<file path="config.mk">
export PLATFORM = sky130hd
export DESIGN_NAME = pipe_skid_buf
export DESIGN_NICKNAME = d
export VERILOG_FILES = /design/src/rtl/lx32_pipe_pkg.sv /design/src/rtl/reg_generic.sv /design/src/rtl/pipe_skid_buf.sv
export SDC_FILE = /design/constraint.sdc
export NUM_CORES = 1
export LEC_CHECK = 0
export CAP_MARGIN = 0
export CORE_MARGIN = 5
export CORE_UTILIZATION = 50
export CTS_CLUSTER_SIZE = 8
export DETAILED_ROUTE_END_ITERATION = 16
export DONT_BUFFER_PORTS = 1
export PLACE_DENSITY = 0.68
export SETUP_SLACK_MARGIN = 0.2
export SYNTH_ARGS = -nofsm -noshare
export SYNTH_HDL_FRONTEND = slang
export SYNTH_SLANG_ARGS = --single-unit
</file>
<file path="constraint.sdc">
create_clock -name clk -period 2.3 [get_ports clk]
set_clock_uncertainty 0.15 [all_clocks]
set_input_delay 0.575 -clock clk [delete_from_list [all_inputs] [get_ports clk]]
set_output_delay 0.575 -clock clk [all_outputs]
set_load 0.01 [all_outputs]
</file>
<file path="src/rtl/lx32_pipe_pkg.sv">
// Shared types for lx32 pipeline helpers.
// The skid buffer state encoding doubles as its occupancy count.
package lx32_pipe_pkg;

  typedef enum logic [1:0] {
    EMPTY = 2'd0,
    BUSY  = 2'd1,
    FULL  = 2'd2
  } skid_state_e;

endpackage

</file>
<file path="src/rtl/reg_generic.sv">
// Enabled data register with asynchronous active-high clear.
module reg_generic #(
  parameter int unsigned WIDTH = 32
) (
  input  logic             clk,
  input  logic             rst,
  input  logic             en,
  input  logic [WIDTH-1:0] d,
  output logic [WIDTH-1:0] q
);

  always_ff @(posedge clk or posedge rst) begin
    if (rst) begin
      q <= '0;
    end else if (en) begin
      q <= d;
    end
  end

endmodule

</file>
<file path="src/rtl/pipe_skid_buf.sv">
// Two-entry valid/ready skid buffer; in_ready and out_valid decode registered state only,
// so no combinational path crosses the buffer in either direction.
module pipe_skid_buf
  import lx32_pipe_pkg::*;
#(
  parameter int unsigned WIDTH = 32
) (
  input  logic             clk,
  input  logic             rst,
  input  logic             flush,
  input  logic             in_valid,
  output logic             in_ready,
  input  logic [WIDTH-1:0] in_data,
  output logic             out_valid,
  input  logic             out_ready,
  output logic [WIDTH-1:0] out_data,
  output logic [1:0]       occupancy
);

  skid_state_e      state_q, state_d;
  logic             load_main, load_skid;
  logic             in_fire, out_fire;
  logic [WIDTH-1:0] main_d, main_q, skid_q;

  assign in_ready  = (state_q != FULL);
  assign out_valid = (state_q != EMPTY);
  assign in_fire   = in_valid & in_ready;
  assign out_fire  = out_valid & out_ready;
  assign occupancy = state_q;
  assign out_data  = main_q;

  // Draining FULL promotes the skid entry; otherwise main is refilled from the producer.
  assign main_d = (state_q == FULL) ? skid_q : in_data;

  always_ff @(posedge clk or posedge rst) begin
    if (rst) begin
      state_q <= EMPTY;
    end else begin
      state_q <= state_d;
    end
  end

  always_comb begin
    state_d   = state_q;
    load_main = 1'b0;
    load_skid = 1'b0;
    if (flush) begin
      state_d = EMPTY;
    end else begin
      unique case (state_q)
        EMPTY: begin
          if (in_fire) begin
            load_main = 1'b1;
            state_d   = BUSY;
          end
        end
        BUSY: begin
          if (in_fire && out_fire) begin
            load_main = 1'b1;
          end else if (in_fire) begin
            load_skid = 1'b1;
            state_d   = FULL;
          end else if (out_fire) begin
            state_d = EMPTY;
          end
        end
        FULL: begin
          if (out_fire) begin
            load_main = 1'b1;
            state_d   = BUSY;
          end
        end
        default: state_d = EMPTY;
      endcase
    end
  end

  reg_generic #(
    .WIDTH(WIDTH)
  ) u_main (
    .clk(clk),
    .rst(rst),
    .en (load_main),
    .d  (main_d),
    .q  (main_q)
  );

  reg_generic #(
    .WIDTH(WIDTH)
  ) u_skid (
    .clk(clk),
    .rst(rst),
    .en (load_skid),
    .d  (in_data),
    .q  (skid_q)
  );

endmodule

</file>
# After elaboration in Yosys (flattened, before gate mapping)
# Index checks and enable logic that the tools add are counted.
# word_totals
reg_bits	66
output_inout_bits	36
# classes
reduce_logical	4
n_bitwise	2
muxes	16
eq_ne	7
# op_table
op	count
$mux W32	1
$mux W2	6
$ne A3 B3 Y1 const B	3
$mux W1	7
$pmux W2 S3	1
$ne A4 B4 Y1 const B	1
$reduce_and A4 Y1	1
$pmux W1 S3	1
$and A1 B1 Y1	2
$eq A2 B1 Y1 const B	1
$eq A2 B2 Y1 const B	1
$logic_not A2 Y1	1
$ne A2 B2 Y1 const B	1
$reduce_bool A2 Y1	1
$logic_and A1 B1 Y1	1

# Depth between registers and ports, before layout
# Gate-level depths: netlist of run 1.
# depth
word_depth	7
mapped_depth	7

# By module
# From an unflattened synthesis of run 1, not the netlist that was laid out.
# unflattened
hier_cells	189
hier_area_um2	3360.7
# by_module_without_submodules
module	cells_each	area_each_um2	n_inst
reg_generic	69	1348.8	2
pipe_skid_buf	51	663.1	1

# Worst setup path after synthesis of run 1
# No wires, ideal clock.
# synth_timing
path_type	input-to-reg
startpoint	input in_valid
endpoint	register u_main.q[0]
required_time_ns	2.025
path_slack_ns	0.458
cell_stages	5
arrival_time_ns	1.567
setup_time_ns	0.125
n_path_buf	1
path_cell_list	and2b_2 > nand2b_1 > a21oi_4 > buf_6 > mux2_4
# synth_between
elab_chain_cells	5
elab_cells_between_ends	6
classes_between	4 x mux; 1 x bitwise; 1 x reduce/logical
# synth_lines
element	line_no	source
start: declaration	pipe_skid_buf.sv:11	input logic in_valid,
$and A1 B1 Y1 (*)	pipe_skid_buf.sv:27	assign in_fire = in_valid & in_ready;
$logic_and A1 B1 Y1	pipe_skid_buf.sv:58	if (in_fire && out_fire) begin
$mux W1	pipe_skid_buf.sv:58	
$pmux W1 S3 (*)	pipe_skid_buf.sv:50	unique case (state_q)
$mux W1 (*)	pipe_skid_buf.sv:47	if (flush) begin
end signal: assignment	reg_generic.sv:14	q <= '0;
end signal: assignment	reg_generic.sv:16	q <= d;
end: declaration	reg_generic.sv:9	output logic [WIDTH-1:0] q
# Every way passes the cells marked *; elsewhere a longest branch is shown, timed or not.
# A chain may end at the register's enable or synchronous reset.

# Worst setup path after layout of run 1
# layout_timing
startpoint	register state_q[1] (netlist: occupancy[1])
endpoint	output in_ready
# layout_between
elab_chain_cells	1
# layout_lines
element	line_no	source
start: declaration	pipe_skid_buf.sv:20	skid_state_e state_q, state_d;
start signal: assignment	pipe_skid_buf.sv:39	state_q <= state_d;
$ne A2 B2 Y1	pipe_skid_buf.sv:25	assign in_ready = (state_q != FULL);
end: declaration	pipe_skid_buf.sv:12	output logic in_ready,
# No other way between the ends.

==> results of run 1 <==
-- final timing paths --
check / from / end / slack (ns) / depth (start not counted)
max: occupancy[1]$_DFFE_PP0P_ / in_ready / 0.33 / 3
min: flush / occupancy[0]$_DFFE_PP0P_ / 0.16 / 1
max reg2reg: occupancy[1]$_DFFE_PP0P_ / u_main.q[30]$_DFFE_PP0P_ / 0.38 / 5
min reg2reg: u_skid.q[13]$_DFFE_PP0P_ / u_skid.q[13]$_DFFE_PP0P_ / 0.36 / 1
max in group asynchronous: rst / u_main.q[23]$_DFFE_PP0P_ / 0.92 / 3
min in group asynchronous: rst / u_skid.q[2]$_DFFE_PP0P_ / 0.58 / 2
-- metrics by stage --
step           std cells  utilization
6_report             341       0.5702
5_1_grt              341       0.5702
4_1_cts              340       0.5687
3_5_place_dp         325       0.5344
3_3_place_gp         325       0.5344
2_1_floorplan        255            -
-- sequential cells by signal, summed over array words and instances, names as in the netlist --
name,cells
occupancy,2
u_main.q,32
u_skid.q,32
-- placed cells by master (no fill, tap or decap), drive strengths merged --
cell         netlist  final
nor3               1      1
dfrtp             66     66
and2b              1      1
bufinv             0      1
o21ai              1      1
nor2               3      3
mux2              64     64
clkinvlp           0      1
nand2b             1      1
clkinv             0      2
nor2b              1      1
nand3              1      1
nand2             96     96
buf               10      9
a21oi              2      2
o21a               1      1
mux2i              1      1
dlygate4sd3        0      1
or2                1      1
clkbuf             3     11
inv                2      1
-- report_power, final --
group          internal, mW  leakage (nW)  switching [mW]  total [mW]
Sequential             1.44         0.791           0.229        1.67
Clock                 0.544         0.101           0.407       0.951
Combinational         0.321         0.747           0.156       0.476
Total                  2.31          1.64           0.791        3.10
-- layout make-up --
| cell class | count | area [um^2] |
|---|---|---|
| inverters | 2 | 11.26 |
| fillers | 495 | 2545 |
| repair buffers | 10 | 115.1 |
| clock inverters | 3 | 40.04 |
| flip-flops and latches | 66 | 1654 |
| well taps | 75 | 93.84 |
| multi-input cells | 174 | 1310 |
| clock buffers | 11 | 151.4 |
-- per-layer routing --
| layer | wire, um | track usage | vias up |
|---|---|---|---|
| met4 | 76 | 0.08368 | 0 |
| met1 | 2344 | 0.2084 | 904 |
| met2 | 2859 | 0.2596 | 51 |
| met3 | 523 | 0.06021 | 7 |
| li1 | - | - | 842 |
| met5 | 0 | 0 | - |
-- what timing repair did --
action,in CTS,in global routing
setup endpoints to repair,1,1
hold buffers,1,0
hold endpoints to repair,17,0
resized for setup,1,1
setup buffers,0,1
-- cells in the mapped netlist (all sizes together) --
| library cell | n | area, um^2 |
|---|---|---|
| a21oi | 2 | 21.27 |
| and2b | 1 | 8.760 |
| buf | 10 | 71.32 |
| clkbuf | 3 | 11.26 |
| dfrtp | 66 | 1652 |
| inv | 2 | 7.510 |
| mux2 | 64 | 833.3 |
| mux2i | 1 | 10.01 |
| nand2 | 96 | 360.4 |
| nand2b | 1 | 6.260 |
| nand3 | 1 | 5.000 |
| nor2 | 3 | 11.26 |
| nor2b | 1 | 6.260 |
| nor3 | 1 | 5.000 |
| o21a | 1 | 7.510 |
| o21ai | 1 | 16.27 |
| or2 | 1 | 6.260 |
-- worst register-to-register path: cells and delay by family, from the launching register on --
kind	cells	cell delay, ns
flops	1	0.45
simple gates	2	0.40
mux	1	0.37
buf+inv	1	0.27
compound gates	1	0.18
-- cells by family after synthesis --
group                  after synthesis  synth area share
muxes                               65            0.2775
AOI/OAI and AO/OA                    4           0.01482
and+or+nand+nor                    105            0.1346
DFF                                 66            0.5434
buffers and inverters               15           0.02964
==> results.md, run 1 <==
- WS Path Type: reg2out
- Worst EP required: 1.57 ns
- Worst hold margin: 0.1567 ns
- Setup slack after layout: 0.3263 ns
- Total number of vias: 1804
- Post-DRT Antenna Nets: 0
- Max Cap Viol: 0
- CP Capture Type: output pin
- Longest Clk Path Bufs: 2
- Largest net degree at the start of global routing: 38
- Max Freq: 0.5067 GHz
- H-tree Lvls: 3
- # DRC: 0
- Final min period: 1.974 ns
- DIE AREA: 0.007738 mm^2
- CTS tree: done
- First-pass DRT Iterations: 4
- Vias in the first global route: 1906
- Final setup viols: 0
- # diodes: 0
- Ys Warns: 0
- RSZ-0062 raised after global routing: false
- Critical path arrival: 1.25 ns
- Max-slew violations: 0
- Clk slew on worst S/H paths: 0.06 ns
- Mapped cell area: 0.003039 mm^2
- Register area share after synthesis: 0.5434
- PwrDens: 917.3 mW/mm^2
- First-pass GRT wire length: 9722 um
- Total power: 3.097 mW
- Setup TNS: 0 ns
- Wirelength per Cell: 17.02 um
- Cells after synthesis: 255
- Status: completed
- Min-Delay Path Class: in2reg
- Port bufs: 0
- Mapped Nets: 292
- #FFs+latches synth: 66
- DR vias/cell: 5.290
- Worst-Margin Slew: 0.4276 ns
- CP max-delay cell: dfrtp_2
- Die width: 87.97 um
- CTS sink count: 66
- Gpl congestion: 0.7127
- Worst slew margin: 0.7143
- Leak Pwr: 1.638 nW
- Kind of cell adding the most delay to the critical path: flip-flops
- Site Rows: 28
- Area Overhead vs Synth: 11.07%
- WP buf/inv: 2
- I/O pin cnt: 73
- Nets@finish: 300
- Critical Path, Cell by Cell: nor2b_4 > inv_1 > buf_4
- CTS Buf Count: 9
- Design area: 0.003376 mm^2
- Distinct cells, synth: 21
- Die H: 87.97 um
- Routed wire length: 5804 um
- Critical Path Source Type: flop
- Final hold vios: 0
- Root Buffer: clkbuf_8
- Starting Density: 0.5133
- Initial antenna violation count: 0
- Placed wire-length estimate: 3878 um
- Clk_lat worst skew: 0.33 ns
- Max Fanout on Critical Path: 20
- Total Routing Usage GR: 0.1680
- Max VDD drop: 523.6 uV
- Syn avg cell area: 11.92 um^2
- Post-DP Area: 0.003164 mm^2
- Final period util: 0.8581
- Pre-CTS setup slack: 0.3230 ns
- Initial detailed-routing violation count: 36
- Crit-path max cell delay: 0.45 ns
- CORE AREA: 0.005921 mm^2
- GR Overflow Total: 0
- Share of layout cells above drive strength 1: 0.3609
Note: power is estimated with default switching activity, not from simulation.
==> run 2: changes to the inputs <==
- SKIP_CTS_REPAIR_TIMING: not set -> 1
==> run 2 against run 1 <==
Worst hold slack is essentially flat. Worst setup slack better by 0.00069 ns. Register-to-register slack hardly changed. Largest power group unchanged. Via count is 0.17% lower. Cell area did not move. Critical endpoint unchanged. Final cell count unchanged. Wire length down 0.14%. Critical path depth unchanged. Clock power barely moved. Highest routed layer unchanged. Total power about the same. Die area is the same. Global-route usage about the same.
==> results.md, run 2 (synthesized netlist as in run 1, its figures left out) <==
- Status: completed
- Pre-CTS setup slack: 0.3230 ns
- Final setup viols: 0
- I/O pin cnt: 73
- Sw Share: 0.2555
- Largest net degree at the start of global routing: 38
- Starting Density: 0.5133
- Sequential share of power: 0.539
- PwrDens: 917.4 mW/mm^2
- CTS tree: done
- Routed wire length: 5796 um
- Initial antenna violation count: 0
- Placed wire-length estimate: 3878 um
- Wirelength per Cell: 17.00 um
- Pint: 2.306 mW
- # DRC: 0
- Min-Delay Path Class: in2reg
- Power share of the clock group: 0.307
- Setup TNS: 0 ns
- NetSw: 791.2 uW
- Worst slew margin: 0.7162
- Max Cap Viol: 0
- Placed cells: 325
- H-tree Lvls: 3
- Max-slew violations: 0
- Clk_lat worst skew: 0.33 ns
- Total number of vias: 1801
- GR Overflow Total: 0
- Final hold vios: 0
- Share of layout cells above drive strength 1: 0.3609
- Critical path arrival: 1.25 ns
- Most frequent cells in the layout: 96 x nand2_1, 64 x dfrtp_1, 34 x mux2_2, 30 x mux2_4, 11 x clkbuf_8
- CP Capture Type: output pin
- Nets@finish: 300
- Most common cell after layout, fill and taps aside: nand2_1
- Gpl congestion: 0.7127
- Worst EP required: 1.57 ns
- CTS sink count: 66
- WS Path Type: reg2out
- Gate power share: 0.154
- Longest Clk Path Bufs: 2
- Die H: 87.97 um
- Max Freq: 0.5068 GHz
- Worst-Margin Slew: 0.4248 ns
- Leak Pwr: 1.638 nW
- Post-DRT Antenna Nets: 0
- Initial detailed-routing violation count: 37
- CTS Buf Count: 9
- Total Routing Usage GR: 0.1682
- Max Fanout on Critical Path: 20
- Root Buffer: clkbuf_8
- Clk slew on worst S/H paths: 0.06 ns
- Final period util: 0.8578
- Critical Path Source Type: flop
- RSZ-0062 raised after global routing: false
- Post-DP Area: 0.003164 mm^2
- CORE AREA: 0.005921 mm^2
- Vias in the first global route: 1912
- Max VDD drop: 523.4 uV
- Die width: 87.97 um
- Final cell count without fillers: 341
- Port bufs: 0
- Site Rows: 28
- Design area: 0.003376 mm^2
- First-pass DRT Iterations: 4
- # diodes: 0
- DIE AREA: 0.007738 mm^2
- DR vias/cell: 5.282
- First-pass GRT wire length: 9735 um
- Setup slack after layout: 0.3270 ns
- Final min period: 1.973 ns
- Area Overhead vs Synth: 11.07%
==> run 2: final cells by class <==
type | instances | area [um^2]
Clock buffer | 11 | 151.4
Clock inverter | 3 | 40.04
Fill cell | 495 | 2545
Inverter | 2 | 11.26
Multi-Input combinational cell | 174 | 1310
Sequential cell | 66 | 1654
Tap cell | 75 | 93.84
Timing Repair Buffer | 10 | 115.1
==> run 2: per-stage QoR <==
stage,utilization,total power [mW],hold WS [ns]
after floorplan,-,2.058,0.3292
after global placement,0.5344,2.142,0.3310
after detailed placement,0.5344,2.175,0.3248
after CTS,0.5668,3.139,-0.03520
after global routing,0.5702,3.273,0.1316
final,0.5702,3.097,0.1567
==> run 2: path summary, 6_finish.rpt <==
path | to | from | depth (start not counted) | slack [ns]
setup / recovery | in_ready | occupancy[1]$_DFFE_PP0P_ | 3 | 0.33
hold / removal | occupancy[0]$_DFFE_PP0P_ | flush | 1 | 0.16
setup reg to reg | u_main.q[30]$_DFFE_PP0P_ | occupancy[1]$_DFFE_PP0P_ | 5 | 0.38
hold reg to reg | u_skid.q[1]$_DFFE_PP0P_ | u_skid.q[1]$_DFFE_PP0P_ | 1 | 0.36
max in group asynchronous | u_main.q[23]$_DFFE_PP0P_ | rst | 3 | 0.92
min in group asynchronous | u_skid.q[2]$_DFFE_PP0P_ | rst | 2 | 0.58
==> run 2: worst max-delay path: stages, from the launching register on <==
cell     delay (ns)
dfrtp_2        0.45
nor2b_4        0.15
inv_1          0.07
buf_4          0.26
==> run 2: power by group through the flow <==
stage	Sequential [mW]	Combinational, mW	Clock (mW)
floorplan	1.63	0.426	0
global placement	1.68	0.462	0
detailed placement	1.69	0.483	0
CTS	1.67	0.483	0.981
global route	1.71	0.530	1.04
finish	1.67	0.476	0.951
==> run 2: routing by layer <==
layer,wire length (um),up-vias,track usage,share of wire
li1,-,842,-,-
met3,524,7,0.06021,0.090
met4,76,0,0.08368,0.013
met5,0,-,0,0
met1,2340,901,0.2090,0.40
met2,2855,51,0.2596,0.49
